File: config.mk
export PLATFORM = sky130hd
export DESIGN_NAME = irq_controller
export DESIGN_NICKNAME = d
export VERILOG_FILES = /design/src/rtl/irq_pkg.sv /design/src/rtl/irq_prio_enc.sv /design/src/rtl/irq_controller.sv
export SDC_FILE = /design/constraint.sdc
export NUM_CORES = 1
export LEC_CHECK = 0
export BUFFER_PORTS_ARGS = -buffer_cell sky130_fd_sc_hd__buf_2
export CELL_PAD_IN_SITES_DETAIL_PLACEMENT = 1
export CELL_PAD_IN_SITES_GLOBAL_PLACEMENT = 2
export CORE_MARGIN = 3
export CORE_UTILIZATION = 28
export CTS_BUF_LIST = sky130_fd_sc_hd__clkbuf_8
export DETAILED_ROUTE_END_ITERATION = 8
export HOLD_SLACK_MARGIN = 0.12
export PLACE_DENSITY_LB_ADDON = 0.1
export SYNTH_ARGS = -nofsm -noshare
export SYNTH_HDL_FRONTEND = slang
export SYNTH_SLANG_ARGS = --single-unit
File: constraint.sdc
create_clock -name clk -period 1.7 [get_ports clk]
set_clock_uncertainty 0.2 [all_clocks]
set_input_delay 0.17 -clock clk [delete_from_list [all_inputs] [get_ports clk]]
set_output_delay 0.17 -clock clk [all_outputs]
set_load 0.005 [all_outputs]
File: src/rtl/irq_pkg.sv
// Shared types for the external interrupt controller and the core's exception logic.
package irq_pkg;

    typedef enum logic [1:0] {
        IDLE    = 2'd0,
        REQ     = 2'd1,
        SERVICE = 2'd2
    } irq_state_t;

    // Exception-cause codes written into ESTATUS by the core controller.
    localparam logic [3:0] ESTATUS_EXTIRQ = 4'b0001;
    localparam logic [3:0] ESTATUS_BADOP  = 4'b0010;

endpackage

File: src/rtl/irq_prio_enc.sv
// Lowest-index-wins priority encoder; purely combinational.
module irq_prio_enc #(
    parameter int N_SRC = 8,
    parameter int ID_W  = $clog2(N_SRC)
) (
    input  logic [N_SRC-1:0] req_i,
    output logic [ID_W-1:0]  id_o,
    output logic             vld_o
);

    always_comb begin
        id_o  = '0;
        vld_o = |req_i;
        // Scan downwards so the lowest set index is the last write.
        for (int i = N_SRC - 1; i >= 0; i--) begin
            if (req_i[i]) begin
                id_o = i[ID_W-1:0];
            end
        end
    end

endmodule

File: src/rtl/irq_controller.sv
// External interrupt source for the LEGv8 core: pending latch, fixed-priority pick,
// and a REQ/SERVICE handshake with the core controller (no nesting).
module irq_controller
    import irq_pkg::*;
#(
    parameter int               N_SRC     = 8,
    parameter int               ID_W      = $clog2(N_SRC),
    parameter logic [N_SRC-1:0] EDGE_MASK = {N_SRC{1'b1}}
) (
    input  logic             clk,
    input  logic             reset,
    input  logic [N_SRC-1:0] irq_src,
    input  logic [N_SRC-1:0] irq_mask,
    output logic             ExtIRQ,
    input  logic             ExtIAck,
    input  logic             ERet,
    output logic [ID_W-1:0]  irq_id,
    output logic [N_SRC-1:0] irq_pending,
    output logic             in_service
);

    irq_state_t       state_q, state_d;
    logic [N_SRC-1:0] pending_q, pending_d;
    logic [N_SRC-1:0] prev_src_q;
    logic [ID_W-1:0]  irq_id_q, irq_id_d;

    logic [ID_W-1:0]  win_id;
    logic             win_vld;
    logic             ack_fire;

    irq_prio_enc #(
        .N_SRC (N_SRC),
        .ID_W  (ID_W)
    ) u_prio_enc (
        .req_i (pending_q & irq_mask),
        .id_o  (win_id),
        .vld_o (win_vld)
    );

    assign ack_fire = (state_q == REQ) && ExtIAck;

    // A new edge on the source being acknowledged wins over the clear.
    always_comb begin
        pending_d = '0;
        for (int i = 0; i < N_SRC; i++) begin
            if (EDGE_MASK[i]) begin
                pending_d[i] = (irq_src[i] & ~prev_src_q[i]) |
                               (pending_q[i] & ~(ack_fire && (irq_id_q == i[ID_W-1:0])));
            end else begin
                pending_d[i] = irq_src[i];
            end
        end
    end

    always_comb begin
        state_d  = state_q;
        irq_id_d = irq_id_q;
        case (state_q)
            IDLE: begin
                if (win_vld) begin
                    irq_id_d = win_id;
                    state_d  = REQ;
                end
            end
            REQ: begin
                if (ExtIAck) begin
                    state_d = SERVICE;
                end
            end
            SERVICE: begin
                if (ERet) begin
                    state_d = IDLE;
                end
            end
            default: state_d = IDLE;
        endcase
    end

    always_ff @(posedge clk) begin
        if (!reset) begin
            state_q    <= IDLE;
            pending_q  <= '0;
            prev_src_q <= '0;
            irq_id_q   <= '0;
        end else begin
            state_q    <= state_d;
            pending_q  <= pending_d;
            prev_src_q <= irq_src;
            irq_id_q   <= irq_id_d;
        end
    end

    assign ExtIRQ      = (state_q == REQ);
    assign in_service  = (state_q == SERVICE);
    assign irq_id      = irq_id_q;
    assign irq_pending = pending_q;

endmodule
Yosys cells after proc, flatten, opt, wreduce, memory -nomap -nowiden
Index checks and enable logic that the tools add are counted.
{"block": "word_totals", "romBits": 0, "latchBits": 0, "mem_bits_rw": 0, "output_inout_bits": 13, "memories": 0, "wordCells": 83, "regBits": 21}
{"block": "classes", "div": 0, "muxes": 12, "n_reduce_logical": 14, "n_lt_le_gt_ge": 0, "shift": 0, "eq_ne": 12, "bitwise_logic": 41, "n_mul": 0, "n_addsub": 0}
{"op": "3-bit two-way mux", "count": 8}
{"op": "1-bit bitwise AND", "count": 16}
{"op": "1-bit inverter", "count": 16}
{"op": "3-bit equality test, second input constant", "count": 4}
{"op": "1-bit logical AND", "count": 9}
{"op": "8-bit bitwise AND", "count": 1}
{"op": "1-bit bitwise OR", "count": 8}
{"op": "8-bit OR reduction", "count": 1}
{"op": "3-bit by 2-bit equality test with 1-bit output, second input constant", "count": 2}
{"op": "2-bit two-way mux", "count": 3}
{"op": "2-bit one-hot mux with 3 select lines", "count": 1}
{"op": "2-bit by 1-bit inequality test with 1-bit output, second input constant", "count": 2}
{"op": "3-bit by 1-bit equality test with 1-bit output, second input constant", "count": 1}
{"op": "3-bit zero test", "count": 1}
{"op": "3-bit AND reduction", "count": 1}
{"op": "2-bit by 1-bit equality test with 1-bit output, second input constant", "count": 1}
{"op": "2-bit equality test, second input constant", "count": 1}
{"op": "2-bit zero test", "count": 1}
{"op": "2-bit inequality test, second input constant", "count": 1}
{"op": "2-bit AND reduction", "count": 1}

Depth between registers and ports, before layout
{"block": "depth", "depth_word": 9, "ltp_mapped": 4, "depth_no_buf": 4}

Modules after synthesis
Synthesis repeated with hierarchy kept, for this count alone.
{"block": "hier_totals", "cells_unflattened": 99, "area_unflattened_um2": 859.6}
{"module": "irq_controller", "cells_each": 86, "seq_area_each_um2": 420.4, "area_each_um2": 778.2, "n_inst": 1}
{"module": "irq_prio_enc", "cells_each": 13, "seq_area_each_um2": 0.0, "area_each_um2": 81.3, "n_inst": 1}

Least setup slack after synthesis
No wires, ideal clock.
{"block": "synth_timing", "kind": "flip-flop to flip-flop", "startpoint": "register pending_q[1] (netlist: irq_pending[1])", "endpoint": "register state_q[0]", "period_less_slack_ns": 1.227, "n_path_buf": 0, "path_stages_with_launch": 5, "setup_ns": 0.117, "slack_ns": 0.473, "arrival_ns": 0.910, "cell_sequence": "dfxtp_1 -> a22oi_1 -> a41oi_2 -> a21oi_1 -> nor2_1"}
{"block": "synth_between", "elab_chain_cells": 4}
{"element": "start, declared", "line": "irq_controller.sv:23", "text": "logic [N_SRC-1:0] pending_q, pending_d;"}
{"element": "start signal, assigned", "line": "irq_controller.sv:87", "text": "pending_q <= pending_d;"}
{"element": "8-bit bitwise AND", "line": "irq_controller.sv:35", "text": ".req_i (pending_q & irq_mask),"}
{"element": "8-bit OR reduction", "line": "irq_prio_enc.sv:13", "text": "vld_o = |req_i;"}
{"element": "2-bit by 1-bit inequality test with 1-bit output (no line)"}
{"element": "3-bit AND reduction (no line)"}
{"element": "end signal, assigned", "line": "irq_controller.sv:86", "text": "state_q <= state_d;"}
{"element": "end, declared", "line": "irq_controller.sv:22", "text": "irq_state_t state_q, state_d;"}
No other way between the ends.
A chain may end at the register's enable or synchronous reset.

Final worst setup path
{"block": "layout_timing", "startpoint": "input reset", "endpoint": "register prev_src_q[3]"}
{"element": "start, declared", "line": "irq_controller.sv:11", "text": "input logic reset,"}
{"element": "end signal, assigned", "line": "irq_controller.sv:88", "text": "prev_src_q <= irq_src;"}
{"element": "end, declared", "line": "irq_controller.sv:24", "text": "logic [N_SRC-1:0] prev_src_q;"}
No word-level cell between the ends.

==> impl_metrics.toml <==
[pwr]
powerDensity_mw_per_mm2 = 865
power_frac_clock = 0.295
internal_power_w = 0.000828
p_total_w = 0.00116
pwr-share-seq = 0.497
p_leak_nw = 0.586
irDropWorstVdd_mv = 0.488
switchingPower_w = 0.000333
p_comb_frac = 0.209
swShare = 0.287

[timing]
period_needed_ns = 1.64
setup_violations = 0
period_share = 0.968
maxSlewHeadroom = 0.735
rsz0062_at_grt = "false"
post-route-worst-setup-slack_ns = 0.0551
finalSetupTns_ns = 0
worst_slew_pin_slew_ns = 0.398
finalHoldViolCount = 0
final_max_slew_viol_count = 0
fmax_mhz = 608

[finish]
diodes = 0
syn_to_final_growth_pct = 49.7
fin_area_mm2 = 0.00134
layout_commonest_cell = "buf_2"
drive_above_1_share = 0.305
final_cell_mix = "buf_2 (31), dfxtp_1 (21), dlygate4sd3_1 (19)"
nets = 172
nFillCells = 363
final_util = 0.463

[synth]
avgSynthCellArea_um2 = 9.15
yosys_warnings = 0
synth_fp_nets = 118
synth_top_area_frac = 0.469
ys_top_cells_by_area = "dfxtp_1 (47%), a21oi_1 (7.8%), nand2b_1 (7.0%)"
ys_ff_latch = 21
ys_types = 26
synth_area_um2 = 897
yosysTopAreaCell = "dfxtp_1"
synthCells = 98
ys_seq_area_frac = 0.469

[job]
drv_cap = 0

[global_routing]
grt_max_degree = 14
grt-ovfl-total = 0
grt_pass1_vias = 950
grt_use_total = 0.139
grt_pass1_wl_um = 4300
antenna_found_initial = 0

[routing]
avgRoutedWirePerCell_um = 13.4
ant_nets = 0
dr.pass1.iters = 2
vias = 903
drc = 0
via_per_inst = 4.68
drt_iter0_markers = 19
routed_wl_um = 2580

[floorplan]
core_mm2 = 0.00290
dieArea_mm2 = 0.00392
rows = 19
top_level_ports = 33
start_util = 0.309
die_y_um = 62.6
die_w_um = 62.6

[min_path]
whs_path_depth = 4
hold_path_class = "primary input to flip-flop"
hold_end = "irq_id[1]"
min-delay-start = "irq_mask[1]"

[clock_network]
cts.path.max_buffers = 2
cts_sinks = 21
path_clk_slew_ns = 0.08
clk_latency_ns = 0.26
cts_setup_buffers = 0
numCtsBuffers = 3
cts_htree_levels = 1
cts_tree = "yes"
cts_root_buffer = "clkbuf_8"

[worst_setup_path]
end_kind = "flip-flop"
crit_path_max_fanout = 12
cp.required_ns = 1.66
critPathKind = "primary input to flip-flop"
reg2reg_from = "irq_pending[1]"
rrSetupSlack_ns = 0.30
reg2reg_to = "state_q[0]"
reg2regPathDepth = 4
cp-start-kind = "primary input"
arrival_ns = 1.60

[run_status]
status = "finished, final reports clean"

[placed_design]
place.port_buffers = 32
placed_area_mm2 = 0.00110
dp_hpwl_um = 1930
gp_congestion = 0.725
dp_slack_ns = 0.312
-- critical path: stages --
cell           delay [ns]
dlygate4sd3_1        0.54
buf_4                0.18
and2_1               0.16
dlygate4sd3_1        0.54
-- worst max-delay path by stage --
stage	start	to	slack, ns	cells past startpoint
after floorplan	irq_pending[1]	state_q[0]	0.47	4
after global placement	irq_pending[7]	state_q[0]	0.33	4
after global routing	reset	prev_src_q[1]	0.004	4
after detailed placement	irq_pending[1]	state_q[0]	0.31	4
after CTS	reset	prev_src_q[1]	0.02	4
final	reset	prev_src_q[3]	0.06	4
-- sequential cells by signal, indices dropped and copies added, names as in the netlist --
signal and cells:
state_q 2, irq_id 3, prev_src_q 8, irq_pending 8
-- routing by layer --
layer / track usage / wire length (um)
met3: 0.0414 / 82
met5: 0 / 0
met1: 0.161 / 1160
met2: 0.245 / 1310
met4: 0.0413 / 27
-- cells by family after synthesis --
| logic type | Yosys count | synth area share |
|---|---|---|
| buffers and inverters | 5 | 0.0223 |
| flip-flops | 21 | 0.469 |
| AO/OA/AOI/OAI | 32 | 0.250 |
| AND/OR/NAND/NOR | 40 | 0.259 |
-- cell usage after synthesis --
master and number:
a21oi_1 14, a22oi_1 1, a22oi_2 3, a31oi_1 1, a32o_1 2, a41oi_2 1, and2_1 8, and2b_1 1
and3b_2 1, buf_2 1, clkbuf_1 1, dfxtp_1 21, inv_1 3, nand2_1 8, nand2_2 1, nand2b_1 10
nand2b_2 1, nand4_1 2, nor2_1 4, nor2b_1 1, nor3_2 1, o21ai_1 7, o22ai_1 1, o31ai_2 2
or2_1 1, or2b_1 1
-- metrics by stage --
stage,instances,hold slack [ns]
3_5_place_dp,170,0.192
5_1_grt,193,0.149
6_report,193,0.129
4_1_cts,193,0.124
3_3_place_gp,170,0.181
2_1_floorplan,98,0.0917
-- what timing repair did --
action,CTS,global route
setup endpoints to repair,0,7
endpoints found under the hold margin,20,0
gates resized for setup,0,2
hold buffers,19,0
-- power groups by stage --
stage / Sequential, W / Clock [W] / Combinational, W
floorplan: 0.000579 / 0 / 0.000124
global placement: 0.000587 / 0 / 0.000208
detailed placement: 0.000589 / 0 / 0.000211
CTS: 0.000577 / 0.000351 / 0.000245
global route: 0.000584 / 0.000377 / 0.000272
finish: 0.000576 / 0.000342 / 0.000242
-- final cells by class --
class	count	area (um^2)	area share
Timing Repair Buffer	51	353	0.263
Tap cell	42	52.6	0.0391
Clock buffer	3	41.3	0.0308
Multi-Input combinational cell	72	457	0.340
Sequential cell	21	420	0.313
Clock inverter	1	7.51	0.00559
Inverter	3	11.3	0.00839
Power figures use the tool's default switching activity.
